## src/rtl/trng_word_gen.sv

```systemverilog
// TRNG word generator: oscillator bank, 2-flop sync, repetition-count health test, word packer.
// Define TRNG_VN_DEBIAS_EN to insert Von Neumann debiasing between the health test and the packer.

module trng #(
    parameter int NUM_OSCILLATORS = 32,
    parameter int NUM_INVERTER    = 7
) (
    input  logic clk,
    input  logic rst_n,
    input  logic en,
    output logic trng_out
);

    // Clocked stand-in for the ring bank: each ring is a twisted shift ring
    // seeded with a distinct phase, and the rings are XORed together.
    logic [NUM_INVERTER-1:0] ring [NUM_OSCILLATORS];
    logic                    mix;

    always_ff @(posedge clk) begin
        if (!rst_n) begin
            for (int o = 0; o < NUM_OSCILLATORS; o++) begin
                ring[o] <= NUM_INVERTER'(o * 37 + 1);
            end
        end else if (en) begin
            for (int o = 0; o < NUM_OSCILLATORS; o++) begin
                ring[o] <= {ring[o][NUM_INVERTER-2:0], ~ring[o][NUM_INVERTER-1]};
            end
        end
    end

    always_comb begin
        mix = 1'b0;
        for (int o = 0; o < NUM_OSCILLATORS; o++) begin
            mix = mix ^ ring[o][0];
        end
    end

    assign trng_out = mix;

endmodule

module trng_word_gen #(
    parameter int NUM_OSCILLATORS = 32,
    parameter int NUM_INVERTER    = 7,
    parameter int WORD_WIDTH      = 32,
    parameter int REP_LIMIT       = 32
) (
    input  logic                  clk,
    input  logic                  rst_n,
    input  logic                  trng_en,
    input  logic                  test_mode,
    input  logic                  test_bit,
    input  logic                  clear_fail,
    input  logic                  rd_ready,
    output logic                  rd_valid,
    output logic [WORD_WIDTH-1:0] rd_data,
    output logic                  health_fail
);

    localparam int CW = $clog2(WORD_WIDTH + 1);
    localparam int RW = $clog2(REP_LIMIT + 1);

    typedef enum logic [1:0] {
        IDLE,
        COLLECT,
        FULL,
        FAIL
    } state_t;

    state_t                state;
    logic                  trng_out;
    logic                  raw_bit;
    logic                  sync1;
    logic                  sync2;
    logic [WORD_WIDTH-1:0] shift_reg;
    logic [WORD_WIDTH-1:0] shift_next;
    logic [CW-1:0]         bit_cnt;
    logic [RW-1:0]         rep_cnt;
    logic [RW-1:0]         rep_next;
    logic                  last_bit;
    logic                  xfer;
    logic                  trip;
    logic                  push_en;
    logic                  push_bit;
    logic                  word_done;
`ifdef TRNG_VN_DEBIAS_EN
    logic                  vn_have;
    logic                  vn_a;
`endif

    trng #(
        .NUM_OSCILLATORS(NUM_OSCILLATORS),
        .NUM_INVERTER   (NUM_INVERTER)
    ) u_trng (
        .clk     (clk),
        .rst_n   (rst_n),
        .en      (trng_en & ~test_mode),
        .trng_out(trng_out)
    );

    always_comb begin
        raw_bit  = test_mode ? test_bit : trng_out;
        xfer     = rd_valid & rd_ready;
        rep_next = ((rep_cnt != '0) && (sync2 == last_bit))
                 ? rep_cnt + RW'(1) : RW'(1);
        trip     = (rep_next == RW'(REP_LIMIT));
`ifdef TRNG_VN_DEBIAS_EN
        // Second sample of a pair; only a differing pair yields its first bit.
        push_en  = vn_have && (vn_a != sync2);
        push_bit = vn_a;
`else
        push_en  = 1'b1;
        push_bit = sync2;
`endif
        shift_next = {shift_reg[WORD_WIDTH-2:0], push_bit};
        word_done  = push_en && (bit_cnt == CW'(WORD_WIDTH - 1));
    end

    always_ff @(posedge clk) begin
        if (!rst_n) begin
            state       <= IDLE;
            sync1       <= 1'b0;
            sync2       <= 1'b0;
            shift_reg   <= '0;
            bit_cnt     <= '0;
            rep_cnt     <= '0;
            last_bit    <= 1'b0;
            rd_valid    <= 1'b0;
            rd_data     <= '0;
            health_fail <= 1'b0;
`ifdef TRNG_VN_DEBIAS_EN
            vn_have     <= 1'b0;
            vn_a        <= 1'b0;
`endif
        end else begin
            sync1 <= raw_bit;
            sync2 <= sync1;
            if (state == FAIL) begin
                if (clear_fail) begin
                    health_fail <= 1'b0;
                    shift_reg   <= '0;
                    bit_cnt     <= '0;
                    rep_cnt     <= '0;
`ifdef TRNG_VN_DEBIAS_EN
                    vn_have     <= 1'b0;
`endif
                    state       <= IDLE;
                end
            end else if (!trng_en) begin
                // Partial word is dropped; the offered word stays on the port.
                state   <= IDLE;
                bit_cnt <= '0;
`ifdef TRNG_VN_DEBIAS_EN
                vn_have <= 1'b0;
`endif
                if (xfer) begin
                    rd_valid <= 1'b0;
                end
            end else begin
                case (state)
                    IDLE: begin
                        state <= COLLECT;
                        if (xfer) begin
                            rd_valid <= 1'b0;
                        end
                    end
                    COLLECT: begin
                        rep_cnt  <= rep_next;
                        last_bit <= sync2;
                        if (trip) begin
                            health_fail <= 1'b1;
                            rd_valid    <= 1'b0;
                            state       <= FAIL;
                        end else begin
`ifdef TRNG_VN_DEBIAS_EN
                            vn_have <= ~vn_have;
                            if (!vn_have) begin
                                vn_a <= sync2;
                            end
`endif
                            if (push_en) begin
                                shift_reg <= shift_next;
                                bit_cnt   <= bit_cnt + CW'(1);
                            end
                            if (word_done) begin
                                if (!rd_valid || xfer) begin
                                    rd_data  <= shift_next;
                                    rd_valid <= 1'b1;
                                    bit_cnt  <= '0;
                                end else begin
                                    state <= FULL;
                                end
                            end else if (xfer) begin
                                rd_valid <= 1'b0;
                            end
                        end
                    end
                    FULL: begin
                        if (xfer) begin
                            rd_data <= shift_reg;
                            bit_cnt <= '0;
                            state   <= COLLECT;
                        end
                    end
                    default: begin
                    end
                endcase
            end
        end
    end

endmodule

```

## config.mk

```make
export PLATFORM = sky130hd
export DESIGN_NAME = trng_word_gen
export DESIGN_NICKNAME = d
export VERILOG_FILES = /design/src/rtl/trng_word_gen.sv
export SDC_FILE = /design/constraint.sdc
export NUM_CORES = 1
export LEC_CHECK = 0
export CORE_MARGIN = 5
export CORE_UTILIZATION = 55
export DETAILED_ROUTE_END_ITERATION = 16
export PLACE_DENSITY = 0.77
export SLEW_MARGIN = 5
export SYNTH_ARGS = -nofsm -noshare
export SYNTH_HDL_FRONTEND = slang
export SYNTH_SLANG_ARGS = --single-unit
```

## constraint.sdc

```tcl
create_clock -name clk -period 21.8 [get_ports clk]
set_clock_uncertainty 0.15 [all_clocks]
set_input_delay 3.27 -clock clk [delete_from_list [all_inputs] [get_ports clk]]
set_output_delay 3.27 -clock clk [all_outputs]
set_load 0.01 [all_outputs]
```

# Yosys cells after proc, flatten, opt, wreduce, memory -nomap -nowiden
# Memory sizes are Yosys's and may differ from the RTL's.
# Index checks and enable logic that the tools add are counted.
# Widths: inputs -> output; s select.
dict set report classes {
  muxes 78
  n_eq_ne 20
  bitwise_logic 99
  n_addsub 2
  reduce_logical 17
}
# op count
set op_table {}
lappend op_table {{$mux 32} 9}
lappend op_table {{$mux 7} 32}
lappend op_table {{$mux 6} 11}
lappend op_table {{$pmux 32 s2} 1}
lappend op_table {{$not 1->1} 34}
lappend op_table {{$or 1x1->1} 32}
lappend op_table {{$xor 1x1->1} 31}
lappend op_table {{$mux 1} 15}
lappend op_table {{$ne 5x5->1 const B} 3}
lappend op_table {{$mux 2} 7}
lappend op_table {{$add 6x1->6 const B} 2}
lappend op_table {{$pmux 6 s2} 1}
lappend op_table {{$reduce_and 4->1} 3}
lappend op_table {{$ne 2x2->1 const B} 5}
lappend op_table {{$reduce_and 3->1} 3}
lappend op_table {{$ne 4x4->1 const B} 2}
lappend op_table {{$reduce_bool 2->1} 4}
lappend op_table {{$reduce_and 7->1} 1}
lappend op_table {{$eq 6x5->1 const B} 1}
lappend op_table {{$eq 6x6->1 const B} 1}
lappend op_table {{$pmux 2 s3} 1}
lappend op_table {{$reduce_bool 6->1} 1}
lappend op_table {{$ne 5x1->1 const B} 1}
lappend op_table {{$reduce_and 5->1} 1}
lappend op_table {{12 further kinds} 14}
dict set report word_totals {
  memories 1
  wordCells 227
  ram_bits 224
  ff_bits 83
  output_inout_bits 34
}
# name words word_bits rd rd_clocked_by_memory_dff wr line
set mem_list {}
lappend mem_list {u_trng.ring 32 7 32 0 32 16} ;# logic [NUM_INVERTER-1:0] ring [NUM_OSCILLATORS];

# Longest topological paths before layout
# An unclocked memory read counts as a cell.
dict set report logic_depth {
  ltp_word 33
  mapped_depth 9
  mapped_depth_nobuf 8
}

# Hierarchy
# A second synthesis with hierarchy kept.
dict set report hier_totals {
  hier_cells 890
  hier_area_um2 12300.5
}
# module area_per_inst_um2 instances cells_each seq_area_each_um2
set by_module_without_submodules {}
lappend by_module_without_submodules {trng 8468.1 1 512 6726.5}
lappend by_module_without_submodules {trng_word_gen 3832.4 1 378 1661.6}

# Worst setup path before layout
# No wires, ideal clock.
dict set report synth_timing {
  path_type {input -> register}
  from {input port trng_en}
  to {memory u_trng.ring[0][0] (enable)}
  setup_ns 1.118
  arrival_ns 19.151
  path_buffers 1
  stages 3
  path_slack_ns 1.381
  t_required_ns 20.532
  path_cell_list {clkbuf_1 -> inv_1 -> o21ai_0}
}
# element line
set synth_rtl {}
lappend synth_rtl {{start: declaration} 50} ;# input logic trng_en,
lappend synth_rtl {{end: declaration} 16}

# Worst setup path after layout
dict set report layout_timing {
  from {input port rd_ready}
  to {register rd_data[17]}
}
dict set report layout_via {
  elab_chain_len 4
  word_cells_on_any_way 5
  classes_between {2 x eq/ne; 1 x bitwise; 2 x reduce/logical}
}
# element line
set layout_lines {}
lappend layout_lines {{start: declaration} 54} ;# input logic rd_ready,
lappend layout_lines {{$and 1x1->1 (*)} 103} ;# xfer = rd_valid & rd_ready;
lappend layout_lines {{$logic_or 1x1->1} 186} ;# if (!rd_valid || xfer) begin
lappend layout_lines {{$ne 2x2->1 (no source line)} --}
lappend layout_lines {{$reduce_and 7->1 (no source line) (*)} --}
lappend layout_lines {{end signal: assignment} 187} ;# rd_data <= shift_next;
lappend layout_lines {{end signal: assignment} 200} ;# rd_data <= shift_reg;
lappend layout_lines {{end: declaration} 56} ;# output logic [WORD_WIDTH-1:0] rd_data,
# Every way passes the cells marked *; elsewhere a longest branch is shown, timed or not.
# A chain may end at the register's enable or synchronous reset.

==> results_dict.tcl <==
set metrics [dict create \
    most-common-layout-cells "224 x edfxtp_1, 98 x and2_1, 83 x dfxtp_1" \
    period_needed_ps 5560 \
    drive_above_1_share_pct 14.0 \
    worstHoldPathType "register to register" \
    vias 6956 \
    slew_headroom_pct 20.6 \
    syn_area_mm2 0.0125 \
    drc_errors 0 \
    finalPower_uw 1260 \
    path_class "input port to register" \
    h-tree-depth 1 \
    fp.dieArea_mm2 0.0258 \
    post_cts_buffers 0 \
    syn_avg_cell_area_um2 12.7 \
    diodes 0 \
    p_leak_uw 0.00477 \
    critPathMaxStageDelay_ps 640 \
    root_buffer "clkbuf_16" \
    syn2layout_area_growth_pct 12.5 \
    synth_nets 1003 \
    io_pins 41 \
    setup_viol 0 \
    io_buffer_count 40 \
    met3_length_um 766 \
    wl_per_cell_um 14.9 \
    clk_pin_slew_ps 60 \
    worst_ir_drop_vdd_v 0.0000590 \
    highest_layer "met4" \
    worstSetupEndpointType "register" \
    track_usage_pct 14.9 \
    crit_arrival_ps 5880 \
    max_slew.worst_pin.slew_ps 1190 \
    antenna_found_initial 0 \
    ys_seq_area_share_pct 67.1 \
    status "completed" \
    finalCritPeriodShare_pct 25.5 \
    worstPathCellList "clkdlybuf4s50_1 -> nand2_1 -> o21ai_0 -> nand3_1 -> a31oi_1 -> o21a_2 -> o221a_2" \
    async_reset_ff_share_pct 0 \
    grt_max_degree 225 \
    wl_mm 19.5 \
    rsz0062_at_grt "no" \
    worst_setup_path_start_kind "input port" \
    drv_slew 0 \
    synth.distinct_cells 49 \
    largest_register_ffs 224 \
    maxCapViolCount 0 \
    grt_pass1_vias 6487 \
    cp.required_ps 22120 \
    numCtsBuffers 30 \
    wl_met1_mm 9.64 \
    hold_viol_final 0 \
    cp_slowest_cell "nand2_1" \
    final_common_cell "edfxtp_1" \
    power_density_mw_per_mm2 89.5 \
    drtAntennaViolNets 0 \
    cp_max_fo 34 \
    cts.sinks 307 \
    via_per_inst 5.31 \
    synth_cells 987 \
    cpLargestDelayFamily "compound AO/OA/AOI/OAI gates" \
    synth_edf_count 224 \
    grt_overflow 0 \
    grt_first_pass_wirelength_mm 32.7 \
    dp_hpwl_mm 10.7 \
    firstDrtPassIters 4 \
    drt_iter0_drc 574 \
    wl_met2_mm 8.77 \
    synth_warnings 0 \
    rows 55 \
    die_w_um 161 \
    cts_tree "built" \
    layout.nets 1016 \
    ys.flop_type "edfxtp_1" \
    die_h_um 161 \
    core_area_mm2 0.0225 \
    gp_congestion 0.785 \
    clock_latency_ps 530 \
    ctsResizeCount 0 \
    ctsLongestPathBuffers 3 \
    ys_ff_latch 307 \
    initial_core_util_pct 55.6 \
    fmax_mhz 180 \
    path_buf_inv 1 \
    postCtsHoldBufs 0 \
    fin_setup_tns_ps 0 \
]
==> final cells by class <==
type / instances / area (µm²)
clock inverters: 21 / 253
well taps: 285 / 357
clock buffers: 35 / 791
inverters: 9 / 33.8
repair buffers: 44 / 440
multi-input cells: 608 / 3800
flip-flops and latches: 307 / 8390
fillers: 1698 / 8440
==> report_power, final <==
group / total, µW / internal, µW / switching, µW
clock network: 537 / 329 / 207
logic: 58.1 / 23.6 / 34.5
registers: 663 / 655 / 8.40
==> routing by layer <==
layer  up-vias  global-route usage, %
li1       3484                      -
met1      3337                   23.0
met2       107                   22.2
met3        28                   2.57
met4         0                   3.61
met5         -                      0
==> logic make-up after synthesis <==
kind of cell | Yosys count | synth area share (%)
adder cells (fa/ha/maj) | 9 | 0.901
XOR/XNOR | 35 | 2.60
flip-flops | 307 | 67.1
multiplexers | 1 | 0.0801
AND/OR/NAND/NOR | 416 | 17.7
AO/OA/AOI/OAI | 147 | 8.94
buffers and inverters | 72 | 2.67
==> cell usage after synthesis, drive strengths merged (6+ instances only) <==
cell type    n  share of area, %
edfxtp     224                54
nand2       64               1.9
nor3         6              0.28
a21oi       40               1.6
nand2b      47               2.4
or2         52               2.6
inv          9              0.27
buf         17               1.0
a21boi      40               2.4
xnor2       30               2.3
dfxtp       83                13
o21a         6              0.37
o221a       33               3.0
o21ai       14              0.59
ha           9              0.90
nor2        79               2.4
nor2b       15              0.75
and2        98               4.9
nand3       41               1.6
clkbuf      46               1.4
==> path summary, 6_finish.rpt <==
| kind | start | endpoint | slack, ps | depth (start not counted) |
|---|---|---|---|---|
| hold reg to reg | sync1$_SDFF_PN0_ | push_bit$_SDFF_PN0_ | 300 | 1 |
| setup / recovery | rd_ready | rd_data[17]$_SDFFE_PN0P_ | 16240 | 7 |
| setup reg to reg | state[0]$_SDFFE_PN0P_ | rd_data[17]$_SDFFE_PN0P_ | 18740 | 6 |
| hold / removal | sync1$_SDFF_PN0_ | push_bit$_SDFF_PN0_ | 300 | 1 |
==> through the flow <==
| step | instance area [µm²] | setup WS (ps) | cells | util [%] | hold WS, ps |
|---|---|---|---|---|---|
| 3_5_place_dp | 13000 | 15710 | 1253 | 57.8 | 284 |
| 2_1_floorplan | 12500 | 1380 | 987 | - | 262 |
| 3_3_place_gp | 13000 | 15740 | 1253 | 57.8 | 285 |
| 5_1_grt | 14100 | 15920 | 1309 | 62.5 | 324 |
| 4_1_cts | 14100 | 16250 | 1309 | 62.5 | 301 |
| 6_report | 14100 | 16240 | 1309 | 62.5 | 298 |
No activity file was read; power rests on OpenSTA's default activity.
